===== src/rtl/otter_muldiv_seq.sv =====
// Purpose : multi-cycle RV32M multiply/divide sequencer beside the EX-stage ALU (radix-2 shift-add / restoring divide).
// Latency : start accepted in cycle 0 -> done in cycle XLEN+3; divide-by-zero / signed overflow early-out -> done in cycle 2.
// Backpres: one op at a time; stall holds IF/ID/EX from acceptance until DONE; start ignored outside IDLE.
//
// Ports:
//   CLK, RST        clock, synchronous active-high reset
//   start, func3    M-op valid from EX and its funct3 (000 MUL .. 111 REMU)
//   A, B            rs1 / rs2 operands
//   flush           squash the in-flight op (no done, Result unchanged)
//   stall           combinational pipeline hold
//   done, Result    registered one-cycle completion pulse and held result
module otter_muldiv_seq #(
  parameter int XLEN      = 32,
  parameter bit EARLY_OUT = 1'b1
) (
  input  logic            CLK,
  input  logic            RST,
  input  logic            start,
  input  logic [2:0]      func3,
  input  logic [XLEN-1:0] A,
  input  logic [XLEN-1:0] B,
  input  logic            flush,
  output logic            stall,
  output logic            done,
  output logic [XLEN-1:0] Result
);

  localparam int CW = $clog2(XLEN) + 1;

  typedef enum logic [2:0] {S_IDLE, S_PREP, S_CALC, S_FIX, S_DONE} state_t;

  state_t            state, state_n;
  logic [2:0]        op;
  logic [XLEN-1:0]   a_r, b_r;
  logic [XLEN-1:0]   opnd;      // |A| multiplicand or |B| divisor
  logic [2*XLEN-1:0] acc;       // mul: {upper, multiplier}; div: {remainder, dividend/quotient}
  logic              neg;
  logic [CW-1:0]     cnt;

  // Operand decode (valid from PREP onward, op captured in IDLE)
  logic            is_div, a_sgn, b_sgn, a_neg, b_neg, b_zero, ovf, early, last;
  logic [XLEN-1:0] a_mag, b_mag, special;

  assign is_div  = op[2];
  assign a_sgn   = (op == 3'b001) | (op == 3'b010) | (op == 3'b100) | (op == 3'b110);
  assign b_sgn   = (op == 3'b001) | (op == 3'b100) | (op == 3'b110);
  assign a_neg   = a_sgn & a_r[XLEN-1];
  assign b_neg   = b_sgn & b_r[XLEN-1];
  assign a_mag   = a_neg ? (~a_r + 1'b1) : a_r;
  assign b_mag   = b_neg ? (~b_r + 1'b1) : b_r;
  assign b_zero  = (b_r == '0);
  assign ovf     = is_div & ~op[0] & (a_r == {1'b1, {(XLEN-1){1'b0}}}) & (&b_r);
  assign early   = EARLY_OUT & is_div & (b_zero | ovf);
  // REM: by zero -> A, overflow -> 0; DIV: by zero -> all ones, overflow -> most negative
  assign special = op[1] ? (b_zero ? a_r : '0) : (b_zero ? '1 : {1'b1, {(XLEN-1){1'b0}}});
  assign last    = (cnt == CW'(XLEN-1));

  // One iteration of shift-add multiply: carry out of the upper add shifts into the top bit
  logic [XLEN:0]     mul_sum;
  logic [2*XLEN-1:0] mul_nxt;
  assign mul_sum = {1'b0, acc[2*XLEN-1:XLEN]} + {1'b0, (acc[0] ? opnd : {XLEN{1'b0}})};
  assign mul_nxt = {mul_sum, acc[XLEN-1:1]};

  // One iteration of restoring divide on {remainder, dividend} shifted left by one
  logic [XLEN:0]     div_hi;
  logic [XLEN-1:0]   div_dif;
  logic              div_ge;
  logic [2*XLEN-1:0] div_nxt;
  assign div_hi  = acc[2*XLEN-1:XLEN-1];
  assign div_ge  = (div_hi >= {1'b0, opnd});
  assign div_dif = div_hi[XLEN-1:0] - opnd;
  assign div_nxt = {(div_ge ? div_dif : div_hi[XLEN-1:0]), acc[XLEN-2:0], div_ge};

  // Sign fix-up and result select
  logic [2*XLEN-1:0] prod_fin;
  logic [XLEN-1:0]   q_fin, r_fin, fix_res;
  assign prod_fin = neg ? (~acc + 1'b1) : acc;
  assign q_fin    = neg ? (~acc[XLEN-1:0] + 1'b1) : acc[XLEN-1:0];
  assign r_fin    = neg ? (~acc[2*XLEN-1:XLEN] + 1'b1) : acc[2*XLEN-1:XLEN];
  assign fix_res  = is_div ? (op[1] ? r_fin : q_fin)
                           : ((op[1:0] == 2'b00) ? prod_fin[XLEN-1:0] : prod_fin[2*XLEN-1:XLEN]);

  always_ff @(posedge CLK) begin
    if (RST) state <= S_IDLE;
    else     state <= state_n;
  end

  always_comb begin
    state_n = state;
    stall   = 1'b0;
    case (state)
      S_IDLE: begin
        stall = start & ~flush;
        if (start & ~flush) state_n = S_PREP;
      end
      S_PREP: begin
        stall   = 1'b1;
        state_n = early ? S_DONE : S_CALC;
      end
      S_CALC: begin
        stall = 1'b1;
        if (last) state_n = S_FIX;
      end
      S_FIX: begin
        stall   = 1'b1;
        state_n = S_DONE;
      end
      S_DONE:  state_n = S_IDLE;
      default: state_n = S_IDLE;
    endcase
    if (flush && state != S_IDLE) state_n = S_IDLE;
  end

  always_ff @(posedge CLK) begin
    if (RST) begin
      op     <= '0;
      a_r    <= '0;
      b_r    <= '0;
      opnd   <= '0;
      acc    <= '0;
      neg    <= 1'b0;
      cnt    <= '0;
      done   <= 1'b0;
      Result <= '0;
    end else begin
      done <= (state_n == S_DONE);
      case (state)
        S_IDLE: begin
          if (start && !flush) begin
            op  <= func3;
            a_r <= A;
            b_r <= B;
          end
        end
        S_PREP: begin
          acc  <= is_div ? {{XLEN{1'b0}}, a_mag} : {{XLEN{1'b0}}, b_mag};
          opnd <= is_div ? b_mag : a_mag;
          // Quotient by zero stays all ones regardless of dividend sign
          neg  <= is_div ? (op[1] ? a_neg : ((a_neg ^ b_neg) & ~b_zero)) : (a_neg ^ b_neg);
          cnt  <= '0;
          if (early && !flush) Result <= special;
        end
        S_CALC: begin
          acc <= is_div ? div_nxt : mul_nxt;
          if (!last) cnt <= cnt + 1'b1;
        end
        S_FIX: begin
          if (!flush) Result <= fix_res;
        end
        default: ;
      endcase
    end
  end

endmodule


===== config.mk =====
export PLATFORM = sky130hd
export DESIGN_NAME = otter_muldiv_seq
export DESIGN_NICKNAME = d
export VERILOG_FILES = /design/src/rtl/otter_muldiv_seq.sv
export SDC_FILE = /design/constraint.sdc
export NUM_CORES = 1
export LEC_CHECK = 0
export ABC_CLOCK_PERIOD_IN_PS = 3800
export BUFFER_PORTS_ARGS = -buffer_cell sky130_fd_sc_hd__clkbuf_2
export CAP_MARGIN = 20
export CELL_PAD_IN_SITES_DETAIL_PLACEMENT = 1
export CELL_PAD_IN_SITES_GLOBAL_PLACEMENT = 2
export CORE_ASPECT_RATIO = 1.4
export CORE_MARGIN = 5
export CORE_UTILIZATION = 32
export CTS_CLUSTER_DIAMETER = 150
export DETAILED_ROUTE_END_ITERATION = 10
export PLACE_DENSITY_LB_ADDON = 0.1
export SYNTH_ARGS = -nofsm -noshare
export SYNTH_HDL_FRONTEND = slang
export SYNTH_SLANG_ARGS = --single-unit

===== constraint.sdc =====
create_clock -name CLK -period 3.8 [get_ports CLK]
set_clock_uncertainty 0.15 [all_clocks]
set_input_delay 0.38 -clock CLK [delete_from_list [all_inputs] [get_ports CLK]]
set_output_delay 0.38 -clock CLK [all_outputs]
set_load 0.01 [all_outputs]

==> results.md, run 1 <==
* CP dominant cell by count: buf_4
* Hold Crit Class: input port to register
* Final period util at between 90% and 100%
* CP delay by family, top: simple AND/OR/NAND/NOR gates
* EDFF count, synth at 0
* Final Instance Area at 0.0206 mm²
* Vias at 18.4k
* Status: finished, final reports clean
* DR WL/cell at about 25 µm
* Slowest stage delay, CP at approximately 500 ps
* Seq/Total Area, Yosys at 24.9%
* Met2 routed WL at 41600 µm
* Worst Tran Pin Value at just under 900 ps
* CTS H-tree depth at 1
* DP HPWL at 63500 µm
* Endpoints failing hold at 0
* Critical path endpoint category: register
* Gr usage total at 27.1%
* Finish-stage setup viols at 0
* CP Launch Type: register
* Synth Cell Area at 0.0166 mm²
* Minimum clock period at 3710 ps
* Area leader, netlist: dfxtp_1
* Smallest hold slack at about 36 ps
* Async SR Flop Fraction at 0%
* Layout area overhead at 24.0%
* RSZ-0062 raised after global routing: no
* Die area at 0.0565 mm²
* Worst Path Class, Setup: register to register
* Hold path depth at 2
* ANT nets after route at 0
* Compound-Gate Fraction of Synth Area at 27.6%
* Clk buf depth at 3
* Die height at 279 µm
* Max-slew violation count at 0
* Number of primary I/O pins at around 110
* Post-Synthesis Cells at between 2k and 2.5k
* Setup WS post-layout at around 94 ps
* R2R cell count at 13
* Total CTS buffers at 25
* CTS root buffer: clkbuf_16
* Area contributors post-synth: dfxtp_1 25%, a21oi_1 7.9%, nand2_1 7.5%
* DR top layer: met4
* CTS tree: done
* Sink Count at 206
* Die W at around 200 µm
* Syn nets at between 2k and 2.5k
* Critical Path Stages at 13
* Layout cells sized above 1 at about 16%
* Syn avg cell area at between 7 and 8 µm²
* Row cnt at 98
* Xor-xnor portion of the synthesized cell area at 9.30%
* Nets@finish at 2709
* Pwr dens at 333 mW/mm²
* Clock transition at path regs at 60 ps
* Combinational family with the most area after synthesis: compound AO/OA/AOI/OAI gates
* VDD IR max at 0.331 mV
* CP Max Fanout at 5
* Multiplexer share of the synthesized area at just over 4%
* Buf/Inv on CP at 3
* Max_slew headroom at 41.8%
* WP data required at 4150 ps
* Pre-CTS setup slack at -607 ps
* Routed length on met3 at 2390 µm
* Critical path arrival at 4050 ps
* Initial antenna violation count at 0
* Port bufs at 104
* Worst-Skew Late Latency at between 500 and 600 ps
* Diode count at 0
* Area share of the leading cell type in the synthesized netlist at between 20% and 30%
* DR pass1 iterations at 5
* Critical-path cell list: buf_4 -> nor3_2 -> buf_4 -> nand4_1 -> buf_4 -> or4_4 -> or4_4 -> or3_4 -> nand2_4 -> o22ai_2 -> a2111oi_2 -> a211oi_1 -> nor2_1
* Max Cap Violations at 0
* Adder-Cell Fraction of Synth Area at 5.52%
* Top FF cell, synth: dfxtp_1
* Total wire length at 79800 µm
* First-pass GRT wire length at 119000 µm
* DRC Markers at 0
* Vias in the first global route at 19.4k
* Core box area at approximately 0.051 mm²
* FMAX at 270 MHz
* Pleak at 0.00824 µW
* Largest net degree at the start of global routing at 95
* #FFs+latches synth at 206
* Drt via density at 5.69
* Count of different cell masters after synthesis at 80
* WL met1 at 31100 µm
* Simple-Gate Fraction of Synth Area at 23.1%
* Routability-driven placement congestion ratio at 0.940
* Yosys warns at 0
* Iteration-0 DRC count of the detailed router at 826
* Dpl cell area at approximately 0.019 mm²
* Global route overflow at 0
* Crit-path slowest cell: or4_4
* Final TNS setup at 0 ps
* Initial Util at between 30% and 40%
worst paths after layout:
check,slack (ps),start,endpoint
hold reg to reg,300,opnd[13],opnd[13]
setup / recovery,90,acc[0],Result[29]
hold / removal,40,RST,acc[23]
setup reg to reg,90,acc[0],Result[29]
sequential cells by signal, indices dropped and copies added (netlist names):
signal and flops:
cnt 6, state 3, op 3, opnd 32, a_r 32, neg 1, b_r 32, acc 64
Result 32, done 1
Yosys cell counts, drive strengths merged (6+ instances only):
library cell  instances
mux2                  7
a311oi                9
a21o                 27
buf                  17
ha                   70
nor2                265
a2111oi               6
a221o                12
or3                  25
nand3                22
o41ai                11
and2                  7
nand2               334
nand2b               18
xor2                 92
o2111ai               8
a21oi               262
nor3                 72
o31ai                35
o21ai               146
xnor2                84
o221ai                8
nand4                26
a32o                  6
o211ai               34
clkbuf              158
nor4                 19
o22ai                28
a221oi               25
o21bai                6
or4                  21
inv                  64
a211oi               24
a31oi                21
mux2i                57
nor2b                13
or2                  13
o21a                 13
dfxtp               206
stage by stage:
| step | util (%) | total power (µW) | instances |
|---|---|---|---|
| 5_1_grt | 40.1 | 7120 | 3233 |
| 3_5_place_dp | 36.8 | 4100 | 3120 |
| 6_report | 40.1 | 6840 | 3233 |
| 3_3_place_gp | 36.8 | 4080 | 3120 |
| 4_1_cts | 40.0 | 6910 | 3232 |
| 2_1_floorplan | - | 3350 | 2343 |
cells in the final DEF, fill, tap and decap left out, types with 23 or more instances in the layout:
cell type and n:
xnor2_1 84, a21oi_1 260, nand4_1 26, or3_1 23, o22ai_1 26, buf_4 194
dfxtp_1 204, a21o_1 27, mux2i_1 57, dlygate4sd3_1 67, nor2_1 262, nand2_1 331
o21ai_0 139, a211oi_1 23, o31ai_1 35, inv_1 64, o211ai_1 34, a221oi_1 25
ha_1 70, clkbuf_2 103, clkbuf_16 25, xor2_1 92, nor3_1 68
cell type report:
cell class              instances  area (µm²)
fillers                      6369       30700
flip-flops and latches        206        4130
clock buffers                  32         712
repair buffers                371        2770
multi-input cells            1896       11700
clock inverters                12         203
inverters                      66         248
well taps                     650         813
layer usage:
| metal | GRT usage [%] | up-vias |
|---|---|---|
| met5 | 0 | - |
| li1 | - | 8838 |
| met1 | 30.0 | 9031 |
| met4 | 13.2 | 0 |
| met2 | 51.7 | 361 |
| met3 | 2.52 | 155 |
cells by family (layout without fill, tap and decap cells):
family                   count (synthesis)  count (layout)
AO/OA/AOI/OAI                          727             727
XOR/XNOR                               176             176
adder cells (fa/ha/maj)                 72              72
buffers and inverters                  241             481
flip-flops                             206             206
multiplexers                            65              65
AND/OR/NAND/NOR                        856             856
where the power goes:
group	total (µW)	switching, µW	internal (µW)
Combinational	1840	1140	700
Sequential	2280	70.5	2210
Clock	2710	1050	1660
what timing repair did:
action / in CTS / in global routing
pin swaps: 1 / 5
hold buffers: 67 / 0
resized for setup: 8 / 17
setup buffers: 1 / 1
setup endpoints to repair: 10 / 13
endpoints found under the hold margin: 67 / 0
Power figures use the tool's default switching activity.
==> inputs of run 2 (changes only) <==
--- a/config.mk
+++ b/config.mk
@@ -8,11 +8,11 @@
 export ABC_CLOCK_PERIOD_IN_PS = 3800
 export BUFFER_PORTS_ARGS = -buffer_cell sky130_fd_sc_hd__clkbuf_2
 export CAP_MARGIN = 20
-export CELL_PAD_IN_SITES_DETAIL_PLACEMENT = 1
-export CELL_PAD_IN_SITES_GLOBAL_PLACEMENT = 2
+export CELL_PAD_IN_SITES_DETAIL_PLACEMENT = 0
+export CELL_PAD_IN_SITES_GLOBAL_PLACEMENT = 1
 export CORE_ASPECT_RATIO = 1.4
 export CORE_MARGIN = 5
-export CORE_UTILIZATION = 32
+export CORE_UTILIZATION = 41
 export CTS_CLUSTER_DIAMETER = 150
 export DETAILED_ROUTE_END_ITERATION = 10
 export PLACE_DENSITY_LB_ADDON = 0.1
==> run 2 against run 1 <==
Against the previous run:
- combinational power shrank 3%
- critical path type unchanged
- clock power fell by 11%
- count of clock-buffer cells in the layout is 1 lower
- sequential share of layout area is 0.46 points higher
- global-route usage increased by 3.5 points
- largest power group unchanged
==> results.md, run 2 (synthesized netlist as in run 1, its figures left out) <==
* CTS H-tree depth at 1 (unchanged)
* Vias in the first global route at 18.0k (-7.3%)
* Die height at 248 µm (-11%)
* Core box area at 0.0402 mm² (-22%)
* ANT nets after route at 0 (unchanged)
* DP HPWL at 56400 µm (-11%)
* Largest net degree at the start of global routing at 159 (+67%)
* Endpoints failing hold at 0 (unchanged)
* Most frequent cells in the layout: 331 x nand2_1, 262 x nor2_1, 259 x a21oi_1
* Largest reg by FF count: acc
* Flip-flop count of the largest register after layout at 64 (unchanged)
* Die W at 180 µm (-11%)
* CP Launch Type: register
* Layout area overhead at 21.4%
* FMAX at 276 MHz (+2.2%)
* CTS root buffer: clkbuf_16
* Minimum clock period at 3630 ps (-79.1 ps)
* Critical path arrival at 3900 ps (-150 ps)
* Nets@finish at 2681 (-1.0%)
* Port bufs at 104 (unchanged)
* Max_slew headroom at 38.3% (-3.5 points)
* Initial antenna violation count at 0 (unchanged)
* Gr usage total at 30.7% (+3.5 points)
* Finish-stage setup viols at 0 (unchanged)
* WP data required at 4070 ps (-80 ps)
* Clock transition at path regs at 60 ps (about the same)
* Final Instance Area at 0.0201 mm² (-2.1%)
* Post-Layout Cell Count at 3090 (-4.4%)
* Layout cells sized above 1 at 15.2% (-0.77 points)
* CTS tree: done
* Vias at 18.2k (-0.86%)
* Initial Util at 41.3% (+8.9 points)
* Hold Crit Class: input port to register
* Total CTS buffers at 24 (-4.0%)
* Diode count at 0 (unchanged)
* Final core occ at 50.1% (+10 points)
* Pwr dens at 322 mW/mm² (-3.2%)
* Pre-CTS setup slack at -127 ps (+480 ps)
* Final period util at 95.4% (-2.1 points)
* DP Cell Count at 2979 (-4.5%)
* Max-slew violation count at 0 (unchanged)
* DRC Markers at 0 (unchanged)
* Drt via density at 5.90 (+3.7%)
* Clk buf depth at 3 (unchanged)
* DR WL/cell at 23.1 µm (-6.4%)
* Pleak at 0.00807 µW (-2.1%)
* Leading cell type in the layout, fill and taps excluded: nand2_1
* DR pass1 iterations at 6 (+1)
* VDD IR max at 0.334 mV (+1.0%)
* RSZ-0062 raised after global routing: no
* Status: finished, final reports clean
* Smallest hold slack at 104 ps (+67.4 ps)
* Setup Buffers After CTS at 0 (-1)
* Worst Path Class, Setup: register to register
* Dpl cell area at 0.0186 mm² (-1.6%)
* Max Cap Violations at 0 (unchanged)
* Sink Count at 206 (unchanged)
* First-pass GRT wire length at 107000 µm (-10%)
* Worst-Skew Late Latency at 550 ps (about the same)
* Iteration-0 DRC count of the detailed router at 1247 (+51%)
* Die area at 0.0446 mm² (-21%)
* Row cnt at 87 (-11%)
* Worst Tran Pin Value at 918 ps (+45.2 ps)
* Number of primary I/O pins at 105 (unchanged)
* Global route overflow at 0 (unchanged)
* Setup WS post-layout at 173 ps (+79.1 ps)
* Total wire length at 71400 µm (-11%)
* Routability-driven placement congestion ratio at 1.04 (+10%)
* Critical path endpoint category: register
* CP Max Fanout at 7 (+2)
-- run 2: critical path, stage by stage (launching register included) --
cell	delay, ps
dfxtp_1	380
or4_1	560
or3_1	370
or4b_1	580
or2_2	380
o21ai_1	240
xor2_1	180
o21ai_0	200
a211oi_2	370
nor3_1	90
-- run 2: area by class of cell --
| type | instances | area (µm²) |
|---|---|---|
| fillers | 4039 | 20000 |
| multi-input cells | 1896 | 11700 |
| flip-flops and latches | 206 | 4130 |
| repair buffers | 344 | 2590 |
| clock buffers | 31 | 698 |
| well taps | 534 | 668 |
| inverters | 66 | 248 |
| clock inverters | 13 | 110 |
-- run 2: routing by layer --
metal  share of wire (%)  wire (µm)  GRT usage, %  vias to the layer above
met1                  39      27700          34.6                     8619
met4                 7.3       5230          18.1                        0
li1                    -          -             -                     8809
met3                 4.6       3320          3.47                      207
met5                   0          0             0                        -
met2                  49      35200          55.8                      592
-- run 2: stage by stage --
| stage | TNS (ps) | total power, µW |
|---|---|---|
| 2_1_floorplan | 0 | 3350 |
| 4_1_cts | 0 | 6490 |
| 6_report | 0 | 6480 |
| 3_3_place_gp | -120 | 4030 |
| 5_1_grt | 0 | 6720 |
| 3_5_place_dp | -151 | 4040 |
-- run 2: repair_timing --
item | 4_1_cts | 5_1_grt
endpoints found under the setup margin | 4 | 20
endpoints found under the hold margin | 67 | 0
gates resized for setup | 4 | 20
hold buffers | 67 | 0
pin swaps | 0 | 4
-- run 2: final timing paths --
| kind | from | slack [ps] | cells after the start | end |
|---|---|---|---|---|
| worst min register to register | opnd[2] | 300 | 2 | opnd[2] |
| worst max register to register | acc[21] | 170 | 9 | Result[9] |
| worst max-delay path | acc[21] | 170 | 9 | Result[9] |
| worst min-delay path | RST | 100 | 2 | opnd[19] |
-- run 2: power by group --
group | total, µW | internal [µW] | switching, µW
combinational | 1790 | 701 | 1080
clock | 2400 | 1370 | 1030
sequential | 2290 | 2210 | 79.1
==> inputs of run 3 (changes only) <==
--- a/config.mk
+++ b/config.mk
@@ -5,6 +5,7 @@
 export SDC_FILE = /design/constraint.sdc
 export NUM_CORES = 1
 export LEC_CHECK = 0
+export ABC_AREA = 1
 export ABC_CLOCK_PERIOD_IN_PS = 3800
 export BUFFER_PORTS_ARGS = -buffer_cell sky130_fd_sc_hd__clkbuf_2
 export CAP_MARGIN = 20
@@ -12,7 +13,7 @@
 export CELL_PAD_IN_SITES_GLOBAL_PLACEMENT = 1
 export CORE_ASPECT_RATIO = 1.4
 export CORE_MARGIN = 5
-export CORE_UTILIZATION = 41
+export CORE_UTILIZATION = 35
 export CTS_CLUSTER_DIAMETER = 150
 export DETAILED_ROUTE_END_ITERATION = 10
 export PLACE_DENSITY_LB_ADDON = 0.1
==> run 3 against run 2 <==
Against the previous run:
- routed wire length increased by 54%
- largest cell class unchanged
- hold slack got worse by 100 ps
- die area increased by 40%
==> results.md, run 3 <==
* Post-Synthesis Cells at 3665 (+56%)
* WP data required at 4070 ps (about the same)
* Max-slew violation count at 0 (unchanged)
* Sw Ratio at 43.1% (+9.3 points)
* DP Cell Count at 4435 (+49%)
* Clk buf depth at 3 (unchanged)
* #FFs+latches synth at 206 (unchanged)
* Leading cell type in the layout, fill and taps excluded: nand2_1
* Layout cells sized above 1 at 7.36% (-7.9 points)
* Post-CTS sizing at 0 (-4)
* CTS root buffer: clkbuf_16
* Number of primary I/O pins at 105 (unchanged)
* VDD IR max at 0.334 mV (about the same)
* Yosys warns at 0 (unchanged)
* Largest reg by FF count: acc
* RSZ-0062 raised after global routing: no
* Smallest hold slack at 0.0164 ps (-103 ps)
* Pleak at 0.0116 µW (+44%)
* Critical path arrival at 3740 ps (-160 ps)
* Die height at 294 µm (+19%)
* Pre-CTS setup slack at 414 ps (+541 ps)
* Simple-Gate Fraction of Synth Area at 42.9% (+20 points)
* Fillers at 6485 (+61%)
* EDFF count, synth at 0 (unchanged)
* Worst Tran Pin Value at 1040 ps (+123 ps)
* Global route overflow at 0 (unchanged)
* Initial Util at 35.2% (-6.1 points)
* Tot Pwr at 7770 µW (+20%)
* Status: finished, final reports clean
* Top FF cell, synth: dfxtp_1
* Syn nets at 3808 (+53%)
* Endpoints failing hold at 0 (unchanged)
* Reg power frac at 30.8% (-4.6 points)
* Syn avg cell area at 5.51 µm² (-22%)
* Combinational family with the most area after synthesis: simple AND/OR/NAND/NOR gates
* First-pass GRT wire length at 158000 µm (+47%)
* Clk network pwr share at 32.4% (-4.6 points)
* Worst-Skew Late Latency at 580 ps (+30 ps)
* DR pass1 iterations at 6 (unchanged)
* Initial antenna violation count at 1 (+1)
* Minimum clock period at 3470 ps (-158 ps)
* Count of different cell masters after synthesis at 49 (-39%)
* Routability-driven placement congestion ratio at 1.08 (+4.5%)
* Die area at 0.0626 mm² (+40%)
* Post-Layout Cell Count at 4535 (+47%)
* Drt via density at 5.48 (-7.2%)
* CTS H-tree depth at 1 (unchanged)
* Synth cell count leaders: 1131 x nand2_1, 483 x inv_1, 424 x nor2_1
* Largest net degree at the start of global routing at 151 (-5.0%)
* Worst Path Class, Setup: register to register
* ANT nets after route at 0 (unchanged)
* Max_slew headroom at 30.6% (-7.8 points)
* Diode count at 0 (unchanged)
* Sink Count at 206 (unchanged)
* Compound-Gate Fraction of Synth Area at 16.5% (-11 points)
* Cts hold-fix bufs at 54 (-19%)
* Core box area at 0.0574 mm² (+43%)
* Most frequent cells in the layout: 1131 x nand2_1, 481 x inv_1, 424 x nor2_1
* Final TNS setup at 0 ps (unchanged)
* Max Cap Violations at 0 (unchanged)
* Port bufs at 104 (unchanged)
* Setup Buffers After CTS at 0 (unchanged)
* Switching Power at 3350 µW (+53%)
* Total CTS buffers at 25 (+4.2%)
* CP Launch Type: register
* Clock transition at path regs at 70 ps (about the same)
* Gr usage total at 34.0% (+3.3 points)
* Area leader, netlist: nand2_1
* Adder-Cell Fraction of Synth Area at 4.54% (-0.99 points)
* Critical path endpoint category: register
* Comb pwr share at 36.7% (+9.1 points)
* CTS tree: done
* DRC Markers at 0 (unchanged)
* Final period util at 91.3% (-4.2 points)
* Setup WS post-layout at 331 ps (+158 ps)
* Vias at 24.8k (+36%)
* Row cnt at 104 (+20%)
* Finish-stage setup viols at 0 (unchanged)
* Vias in the first global route at 24.0k (+34%)
* DP HPWL at 89800 µm (+59%)
* Async SR Flop Fraction at 0% (unchanged)
* Multiplexer share of the synthesized area at 0% (-4.1 points)
* Area share of the leading cell type in the synthesized netlist at 21.0% (-3.8 points)
* Area contributors post-synth: nand2_1 21%, dfxtp_1 20%, inv_1 9.0%
* FMAX at 288 MHz (+4.6%)
* Seq/Total Area, Yosys at 20.4% (-4.4 points)
* Synth Cell Area at 0.0202 mm² (+22%)
* CP Max Fanout at 4 (-3)
* Internal power at 4420 µW (+3.1%)
* Total wire length at 110000 µm (+54%)
* Die W at 213 µm (+18%)
* Layout area overhead at 13.6%
* Iteration-0 DRC count of the detailed router at 2179 (+75%)
* Count leader, synth: nand2_1
* Xor-xnor portion of the synthesized cell area at 3.34% (-6.0 points)
* DR WL/cell at 24.2 µm (+4.8%)
* Flip-flop count of the largest register after layout at 64 (unchanged)
* Pwr dens at 339 mW/mm² (+5.3%)
* Hold Crit Class: input port to register
* Nets@finish at 3917 (+46%)
-- run 3: cell count changes after synthesis, moves of 25 or more --
cell,change
mux2i_1,-57
nand4_1,+28
nor3_1,-48
inv_1,+419
nand2_1,+799
nand3_1,+335
a221oi_1,-25
xnor2_1,-74
a21oi_1,-28
clkbuf_1,-76
o31ai_1,-35
o21ai_0,+90
xor2_1,-25
nor2_1,+159
-- run 3: logic make-up after synthesis --
family,Yosys count
adder cells (fa/ha/maj),72
XOR/XNOR,77
buffers and inverters,638
flip-flops,206
AND/OR/NAND/NOR,2063
AO/OA/AOI/OAI,609
-- run 3: path summary, 6_finish.rpt --
kind	startpoint	endpoint	slack (ps)	cells past startpoint
min reg2reg	cnt[2]	cnt[2]	310	2
max reg2reg	acc[31]	acc[58]	330	17
max	acc[31]	acc[58]	330	17
min	B[31]	b_r[31]	0.02	3
-- run 3: worst max-delay path, cell delays in order (launching register included) --
cell and delay (ps):
dfxtp_1 500, inv_1 110, ha_1 200, inv_1 140
fa_1 360, nand2_1 80, nand2_1 70, nand2_1 70
o21ai_0 500, nand2_1 100, nand2_1 200, nand3_1 180
nand2_1 110, nand2_1 50, nand3_1 130, nand2_1 190
nand2_1 110, a21oi_1 60
-- run 3: area by class of cell --
type	count	area, µm²	share of cell area [%]
flip-flops and latches	206	4130	18.0
clock inverters	15	141	0.617
well taps	742	928	4.05
inverters	499	1880	8.18
clock buffers	31	689	3.01
multi-input cells	2821	13600	59.2
repair buffers	221	1590	6.92
-- run 3: through the flow --
| step | utilization (%) | instance area, µm² |
|---|---|---|
| final | 40.0 | 22900 |
| after global routing | 40.0 | 22900 |
| after CTS | 40.0 | 22900 |
| after detailed placement | 37.6 | 21600 |
| after global placement | 37.6 | 21600 |
| after floorplan | - | 20200 |
-- run 3: power groups by stage --
stage	logic, µW	clock network [µW]	registers, µW
5_1_grt	3090	2630	2400
2_1_floorplan	1780	0	2370
3_3_place_gp	2770	0	2440
4_1_cts	2800	2560	2390
6_report	2850	2520	2390
3_5_place_dp	2750	0	2440
-- run 3: per-layer routing --
layer  up-vias  global-route usage, %  routed length, µm
li1      12000                      -                  -
met1     11500                   36.9              39000
met2      1066                   59.4              53400
met3       302                   3.23               5870
met4         2                   27.6              11500
met5         -                      0                 11
